[src/rtl/conv_pkg.sv]
// Shared types and width helpers for the convolution compute stage.
package conv_pkg;

  typedef enum logic [2:0] {
    S_IDLE,
    S_MAC,
    S_DRAIN,
    S_OUT,
    S_DONE
  } conv_state_t;

  // Holds K^2 full-precision products plus the bias without wrapping.
  function automatic int conv_outw(input int inw, input int maxk);
    return 2 * inw + $clog2(maxk * maxk + 1);
  endfunction

endpackage

[src/rtl/conv_mac.sv]
// Signed multiply-accumulate: load_bias seeds the accumulator with B, en folds in X*W.
module conv_mac
  import conv_pkg::*;
#(
  parameter int INW  = 24,
  parameter int OUTW = 53
) (
  input  logic                   clk,
  input  logic                   reset,
  input  logic                   load_bias,
  input  logic                   en,
  input  logic signed [INW-1:0]  bias,
  input  logic signed [INW-1:0]  x,
  input  logic signed [INW-1:0]  w,
  output logic signed [OUTW-1:0] acc_nxt
);

  logic signed [2*INW-1:0] prod;
  logic signed [OUTW-1:0]  acc_q, acc_d;

  always_comb begin
    prod  = (2*INW)'(x) * (2*INW)'(w);
    acc_d = acc_q;
    if (load_bias)
      acc_d = {{(OUTW-INW){bias[INW-1]}}, bias};
    else if (en)
      acc_d = acc_q + {{(OUTW-2*INW){prod[2*INW-1]}}, prod};
  end

  assign acc_nxt = acc_d;

  always_ff @(posedge clk or negedge reset) begin
    if (!reset) acc_q <= '0;
    else        acc_q <= acc_d;
  end

endmodule

[src/rtl/conv_engine.sv]
// Window walker: issues X/W reads for each KxK window, accumulates via conv_mac, streams results on AXIS.
module conv_engine
  import conv_pkg::*;
#(
  parameter  int INW         = 24,
  parameter  int R           = 9,
  parameter  int C           = 8,
  parameter  int MAXK        = 4,
  localparam int K_BITS      = $clog2(MAXK + 1),
  localparam int X_ADDR_BITS = $clog2(R * C),
  localparam int W_ADDR_BITS = $clog2(MAXK * MAXK),
  localparam int OUTW        = conv_outw(INW, MAXK)
) (
  input  logic                   clk,
  input  logic                   reset,
  input  logic                   inputs_loaded,
  input  logic [K_BITS-1:0]      K,
  input  logic signed [INW-1:0]  B,
  output logic [X_ADDR_BITS-1:0] X_read_addr,
  input  logic signed [INW-1:0]  X_data,
  output logic [W_ADDR_BITS-1:0] W_read_addr,
  input  logic signed [INW-1:0]  W_data,
  output logic                   compute_finished,
  output logic signed [OUTW-1:0] AXIS_TDATA,
  output logic                   AXIS_TVALID,
  input  logic                   AXIS_TREADY
);

  localparam int CNTW = $clog2((R > C) ? R : C) + 1;
  localparam logic [CNTW-1:0] RV    = CNTW'(R);
  localparam logic [CNTW-1:0] CV    = CNTW'(C);
  localparam logic [CNTW-1:0] MINRC = (R < C) ? CNTW'(R) : CNTW'(C);
  localparam logic [CNTW-1:0] ONE   = CNTW'(1);

  conv_state_t             st_q, st_d;
  logic [CNTW-1:0]         r_q, r_d, c_q, c_d, i_q, i_d, j_q, j_d, kk;
  logic [X_ADDR_BITS-1:0]  xa_q, xa_d;
  logic [W_ADDR_BITS-1:0]  wa_q, wa_d;
  logic signed [OUTW-1:0]  tdata_q, tdata_d, acc_nxt;
  logic                    tvalid_q, tvalid_d, done_q, done_d;
  logic                    load_bias, mac_en;

  conv_mac #(.INW(INW), .OUTW(OUTW)) u_mac (
    .clk       (clk),
    .reset     (reset),
    .load_bias (load_bias),
    .en        (mac_en),
    .bias      (B),
    .x         (X_data),
    .w         (W_data),
    .acc_nxt   (acc_nxt)
  );

  always_comb begin
    st_d      = st_q;
    r_d       = r_q;
    c_d       = c_q;
    i_d       = i_q;
    j_d       = j_q;
    tvalid_d  = tvalid_q;
    tdata_d   = tdata_q;
    done_d    = 1'b0;
    load_bias = 1'b0;
    mac_en    = 1'b0;
    kk        = CNTW'(K);
    case (st_q)
      S_IDLE: if (inputs_loaded) begin
        if (kk != '0 && kk <= MINRC) begin
          st_d      = S_MAC;
          r_d       = '0;
          c_d       = '0;
          i_d       = '0;
          j_d       = '0;
          load_bias = 1'b1;
        end else begin
          st_d   = S_DONE;
          done_d = 1'b1;
        end
      end
      S_MAC: begin
        // Data for the first tap of a window arrives one cycle after its address.
        mac_en = (i_q != '0) || (j_q != '0);
        if (j_q == kk - ONE) begin
          if (i_q == kk - ONE) st_d = S_DRAIN;
          else begin
            j_d = '0;
            i_d = i_q + ONE;
          end
        end else begin
          j_d = j_q + ONE;
        end
      end
      S_DRAIN: begin
        mac_en   = 1'b1;
        st_d     = S_OUT;
        tvalid_d = 1'b1;
        tdata_d  = acc_nxt;
      end
      S_OUT: if (AXIS_TREADY) begin
        tvalid_d = 1'b0;
        if (r_q == RV - kk && c_q == CV - kk) begin
          st_d   = S_DONE;
          done_d = 1'b1;
        end else begin
          st_d      = S_MAC;
          i_d       = '0;
          j_d       = '0;
          load_bias = 1'b1;
          if (c_q == CV - kk) begin
            c_d = '0;
            r_d = r_q + ONE;
          end else begin
            c_d = c_q + ONE;
          end
        end
      end
      S_DONE: if (!inputs_loaded) st_d = S_IDLE;
      default: st_d = S_IDLE;
    endcase
    // Addresses are registered from the next-cycle indices so they line up with the MAC cycle.
    xa_d = X_ADDR_BITS'((32'(r_d) + 32'(i_d)) * 32'(C) + 32'(c_d) + 32'(j_d));
    wa_d = W_ADDR_BITS'(32'(i_d) * 32'(kk) + 32'(j_d));
  end

  always_ff @(posedge clk or negedge reset) begin
    if (!reset) begin
      st_q     <= S_IDLE;
      r_q      <= '0;
      c_q      <= '0;
      i_q      <= '0;
      j_q      <= '0;
      xa_q     <= '0;
      wa_q     <= '0;
      tdata_q  <= '0;
      tvalid_q <= 1'b0;
      done_q   <= 1'b0;
    end else begin
      st_q     <= st_d;
      r_q      <= r_d;
      c_q      <= c_d;
      i_q      <= i_d;
      j_q      <= j_d;
      xa_q     <= xa_d;
      wa_q     <= wa_d;
      tdata_q  <= tdata_d;
      tvalid_q <= tvalid_d;
      done_q   <= done_d;
    end
  end

  assign X_read_addr      = xa_q;
  assign W_read_addr      = wa_q;
  assign AXIS_TDATA       = tdata_q;
  assign AXIS_TVALID      = tvalid_q;
  assign compute_finished = done_q;

endmodule

[config.mk]
export PLATFORM = sky130hd
export DESIGN_NAME = conv_engine
export DESIGN_NICKNAME = d
export VERILOG_FILES = /design/src/rtl/conv_pkg.sv /design/src/rtl/conv_mac.sv /design/src/rtl/conv_engine.sv
export SDC_FILE = /design/constraint.sdc
export NUM_CORES = 2
export LEC_CHECK = 0
export BUFFER_PORTS_ARGS = -buffer_cell sky130_fd_sc_hd__buf_2
export CAP_MARGIN = 30
export CELL_PAD_IN_SITES_DETAIL_PLACEMENT = 0
export CELL_PAD_IN_SITES_GLOBAL_PLACEMENT = 1
export CORE_MARGIN = 4
export CORE_UTILIZATION = 45
export DETAILED_ROUTE_END_ITERATION = 12
export PLACE_DENSITY = 0.73
export SETUP_SLACK_MARGIN = 0.15
export SLEW_MARGIN = 20
export SYNTH_ARGS = -nofsm -noshare
export SYNTH_HDL_FRONTEND = slang
export SYNTH_SLANG_ARGS = --single-unit
[constraint.sdc]
create_clock -name clk -period 8.3 [get_ports clk]
set_input_delay 0.83 -clock clk [delete_from_list [all_inputs] [get_ports clk]]
set_output_delay 0.83 -clock clk [all_outputs]
set_load 0.02 [all_outputs]
# ---- Yosys cells after proc, flatten, opt, wreduce, memory -nomap -nowiden
# Index checks and enable logic that the tools add are counted.
dict set report totals {
  ff_bits 142
  input_bits 79
  output_inout_bits 66
  wordCells 96
}
dict set report classes {
  addsub 12
  mul 2
  eq_ne 13
  n_mux 49
  n_reduce_logical 9
}
# operator n
set op_table {}
lappend op_table {{two-way mux 5 bit} 22}
lappend op_table {{two-way mux 53 bit} 2}
lappend op_table {{adder 53 bit} 1}
lappend op_table {{multiplier 24 x 24 -> 48 bit} 1}
lappend op_table {{case mux 5 bit (3 select lines)} 2}
lappend op_table {{two-way mux 3 bit} 7}
lappend op_table {{adder 5 x 1 -> 5 bit, second input constant} 4}
lappend op_table {{== test 5 bit} 4}
lappend op_table {{case mux 5 bit (2 select lines)} 2}
lappend op_table {{case mux 3 bit (5 select lines)} 1}
lappend op_table {{adder 7 x 5 -> 7 bit} 2}
lappend op_table {{!= test 2 bit, second input constant} 5}
lappend op_table {{nonzero test 5 bit} 2}
lappend op_table {{subtractor 4 x 3 -> 5 bit, first input constant} 2}
lappend op_table {{two-way mux 1 bit} 9}
lappend op_table {{adder 4 bit} 2}
lappend op_table {{case mux 1 bit (2 select lines)} 4}
lappend op_table {{== test 3 x 2 -> 1 bit, second input constant} 2}
lappend op_table {{multiplier 5 x 3 -> 4 bit} 1}
lappend op_table {{AND reduction 5 bit} 1}
lappend op_table {{subtractor 3 x 1 -> 4 bit, second input constant} 1}
lappend op_table {{== test 3 x 1 -> 1 bit, second input constant} 1}
lappend op_table {{== test 3 bit, second input constant} 1}
lappend op_table {{logical NOT 3 bit} 1}
lappend op_table {{other kinds (5)} 5}

# ---- Depth between registers and ports, before layout
dict set report logic_depth {
  word_depth 9
  depth_mapped 39
  ltp_nobuf 37
}

# ---- Cells and area by module
# Synthesis repeated with hierarchy kept, for this count alone.
dict set report hier_totals {
  cells_unflattened 3309
  hier_area_um2 30742.0
}
# module n_inst cells_each area_per_inst_um2 seq_area_each_um2
set by_module_without_submodules {}
lappend by_module_without_submodules {conv_mac 1 2915 26101.3 1326.3}
lappend by_module_without_submodules {conv_engine 1 394 4640.7 2227.1}

# ---- Worst setup path after synthesis
# No wires, ideal clock.
dict set report synth_path {
  kind {input to register}
  startpoint {input X_data[23]}
  endpoint {register tdata_q[52] (netlist: AXIS_TDATA[52])}
  setup_ps 82
  arrival_time_ps 9471
  t_required_ps 8218
  setup_slack_ps -1253
  cell_stages 37
  n_path_buf 2
  cell_sequence {clkbuf_1 nand2_1 inv_1 fa_1 fa_1 inv_1 fa_1 fa_1 inv_1 fa_1 fa_1 inv_1 fa_1 inv_1 ha_1 a21o_1 a21o_1 a21o_1 a221o_1 a21o_1 a41oi_1 o21bai_1 a21o_1 a21oi_1 xnor2_1 ha_1 buf_2 nand2_1 nor3_1 nand2_1 o311ai_0 o21ba_2 o211ai_2 a21oi_1 a211o_1 xor3_1 a31oi_1}
}
dict set report synth_between {
  elab_chain_len 4
}
# item line_no
set synth_rtl {}
lappend synth_rtl {{from (decl)} conv_engine.sv:20} ;# input logic signed [INW-1:0] X_data,
lappend synth_rtl {{multiplier 24 x 24 -> 48 bit} conv_mac.sv:22} ;# prod = (2*INW)'(x) * (2*INW)'(w);
lappend synth_rtl {{adder 53 bit} conv_mac.sv:27} ;# acc_d = acc_q + {{(OUTW-2*INW){prod[2*INW-1]}}, prod};
lappend synth_rtl {{two-way mux 53 bit} conv_mac.sv:26} ;# else if (en)
lappend synth_rtl {{two-way mux 53 bit} conv_mac.sv:24} ;# if (load_bias)
lappend synth_rtl {{to (signal assigned)} conv_engine.sv:145} ;# tdata_q <= tdata_d;
lappend synth_rtl {{to (decl)} conv_engine.sv:39} ;# logic signed [OUTW-1:0] tdata_q, tdata_d, acc_nxt;
# No other way between the ends.
# A chain may end at the register's enable or synchronous reset.

# ---- Worst setup path after layout
dict set report layout_path {
  startpoint {input W_data[12]}
  endpoint {register tdata_q[41] (netlist: AXIS_TDATA[41])}
}
dict set report layout_between {
  elab_chain_len 4
}
# item line_no
set layout_rtl {}
lappend layout_rtl {{from (decl)} conv_engine.sv:22} ;# input logic signed [INW-1:0] W_data,
lappend layout_rtl {{multiplier 24 x 24 -> 48 bit} conv_mac.sv:22}
lappend layout_rtl {{adder 53 bit} conv_mac.sv:27}
lappend layout_rtl {{two-way mux 53 bit} conv_mac.sv:26}
lappend layout_rtl {{two-way mux 53 bit} conv_mac.sv:24}
# No other way between the ends.

==> run summary <==
First-pass GRT wire length: 144,000 um
EDFF count, synth: 0
Root Driver: clkbuf_16
Delay-heaviest family, CP: adder cells
Max Clk Rate: 0.112 GHz
Async set-or-reset flop fraction in the synthesized netlist: 100%
Initial Util: 45.4%
Routed WL: 86,200 um
Initial DRT Pass Iterations: 6
Outcome: finished, violations left
CP arrival: 9.22 ns
Synth-to-Final Area Change: 25.3%
Critical Path Max Stage Delay: 0.62 ns
N_diodes: 0
Chip width: 268 um
Worst path buffer plus inverter count: 11
Core Area: 0.0672 mm2
Most common flop cell mapped by yosys: dfrtp_1
CTS Hold Buffers Added: 0
Synth Cell Area: 0.0305 mm2
WP data required: 8.62 ns
Avg Inst Size Synth: 9.13 um2
Ys Warns: 0
Crit. End Element: flip-flop
Final Cycle Share: 107%
Final ANT Viol Nets: 0
Die area: 0.0720 mm2
Failing checks: negative setup slack
Yosys reg bits: 142
Initial antenna violation count: 0
Hold Crit Class: input pin to async pin
Most frequent CP cell: fa_1
CP Class: input pin to flip-flop
GR Util All Layers: 24.9%
Largest net degree at the start of global routing: 94
Critical path fanouts, max: 10
Synth cell types: 72
Post-Synthesis Cells: 3,340
Cell count after placement: 4,614
RSZ-0062 raised after global routing: true
Nets@finish: 4,740
Finished Layout Cells: 4,721
Rel. slew slack: 42.1%
Clock Latency Late Sink: 0.45 ns
Clock skew: 0.0129 ns
Vias/cell: 5.18
Placement row count: 95
# IOs: 145
CTS tree: built
H-tree levels: 4
Starting DRC count in detailed routing: 1,210
DR vias: 24,452
Final min period: 8.89 ns
Share of layout cells above drive strength 1: 25.0%
Fin worst setup slack: -0.593 ns
Chip height: 268 um
CP max-delay cell: fa_1
Register area share after synthesis: 11.7%
Endpoints failing hold: 0
Syn nets: 4,245
DR DRC count: 0
Worst-path clk slew: 0.07 ns
Gpl congestion: 0.892
CTS sink cnt: 142
Total CTS buffers: 17
MaxCap Viol Count: 0
Worst slew pin tran: 0.869 ns
PortBufs: 144
DR WL/cell: 18.3 um
CP Launch Type: input pin
Final slew viol count: 0
Final Setup Violations: 47
Hpwl dp: 71,700 um
Clock Tree Buf Depth: 2
Vias in the first global route: 26,855
GRT overflow: 0
-- flip-flops by register name, summed over array words and instances, names as in the netlist, named ones only --
name / cells
j_q: 5
c_q: 5
X_read_addr: 7
AXIS_TVALID: 1
W_read_addr: 4
AXIS_TDATA: 53
st_q: 3
r_q: 5
i_q: 4
compute_finished: 1
u_mac.acc_q: 53
-- synth_stat cells, drive strengths merged (4+ instances only) --
library cell	number	share of area, %
inv	634	7.8
fa	615	40
nand2	445	5.5
and2	263	5.4
ha	211	8.7
dfrtp	142	12
a21oi	133	2.2
clkbuf	132	1.6
nor2	122	1.5
o21ai	95	1.6
xnor2	88	2.5
a21o	61	1.5
xor2	35	1.0
nor3	31	0.51
nand3	28	0.46
mux2	26	0.96
a211oi	24	0.64
a31oi	22	0.45
nor2b	21	0.43
nand2b	19	0.39
o21bai	19	0.47
nand4	17	0.35
o21a	17	0.42
o31ai	16	0.39
buf	12	0.20
o211ai	12	0.31
and3	11	0.23
nor3b	8	0.20
a41oi	6	0.17
nor4	5	0.10
o41ai	5	0.17
or3	5	0.10
a2111oi	4	0.13
a221oi	4	0.11
a22o	4	0.11
a31o	4	0.11
-- path summary, 6_finish.rpt --
kind / from / endpoint / slack [ns] / depth (start not counted)
setup / recovery: W_data[12] / AXIS_TDATA[41] / -0.59 / 36
hold / removal: reset / AXIS_TDATA[42] / 0.22 / 1
setup reg to reg: j_q[0] / X_read_addr[6] / 3.47 / 18
hold reg to reg: AXIS_TDATA[20] / AXIS_TDATA[20] / 0.48 / 2
max in group asynchronous: reset / AXIS_TDATA[18] / 6.70 / 3
min in group clk: AXIS_TDATA[20] / AXIS_TDATA[20] / 0.48 / 2
-- area by class of cell --
type | instances | area, um2
inverter | 634 | 2380
clock buffer | 18 | 439
sequential | 142 | 3550
tap | 873 | 1090
multi-input combinational | 2420 | 25600
clock inverter | 14 | 181
fill | 5993 | 29000
timing repair buffer | 620 | 4930
-- cell families after synthesis --
family	share of synthesized area, %
AO/OA/AOI/OAI	9.60
AND/OR/NAND/NOR	15.5
adder cells (fa/ha/maj)	49.0
buffers and inverters	9.63
XOR/XNOR	3.61
flip-flops	11.7
multiplexers	1.03
-- cell usage in the layout, fill, tap and decap left out, drive strengths merged, types with 95 or more instances in the layout --
| cell | Yosys | layout |
|---|---|---|
| a21oi | 133 | 133 |
| and2 | 263 | 263 |
| buf | 12 | 618 |
| dfrtp | 142 | 142 |
| fa | 615 | 615 |
| ha | 211 | 211 |
| inv | 634 | 639 |
| nand2 | 445 | 445 |
| nor2 | 122 | 122 |
| o21ai | 95 | 95 |
-- worst reg2reg max path: stages (launching register included) --
cell	delay (ns)
dfrtp_1	0.45
nor3b_1	0.20
o21ai_0	0.13
a211oi_2	0.48
and2_1	0.38
nand2_1	0.08
o21ai_0	0.48
ha_1	0.28
inv_1	0.07
fa_1	0.50
fa_1	0.55
inv_1	0.05
ha_1	0.31
inv_1	0.06
o21bai_1	0.07
a21oi_1	0.17
xor2_1	0.18
xnor2_1	0.17
xnor2_1	0.14
-- repair_timing --
action,in CTS,in global routing
setup endpoints to repair,63,71
setup buffers,49,24
pin swaps,156,102
resized for setup,270,132
gates cloned,0,1
-- per-layer routing --
metal  up-vias  track usage, %  share of wire, %
li1      11309               -                 -
met3        96            2.65               4.3
met5         -               0                 0
met2       571            40.5                47
met1     12476            36.5                47
met4         0            4.90               1.8
-- per-stage QoR --
stage                     hold slack, ns  util (%)  cell area (um2)  worst slack [ns]  setup TNS, ns
after floorplan                    0.446         -            30900            -0.511          -9.49
after global placement             0.464      52.5            35300             -1.26         -56.40
after detailed placement           0.459      52.5            35300             -1.39         -59.56
after CTS                          0.484      55.6            37300            -0.488         -10.70
after global routing               0.228      56.9            38200            -0.901         -32.63
final                              0.224      56.9            38200            -0.593         -14.34
Power is not shown: default switching activity piles up to over one toggle a cycle in this logic, so the estimate is an artifact.
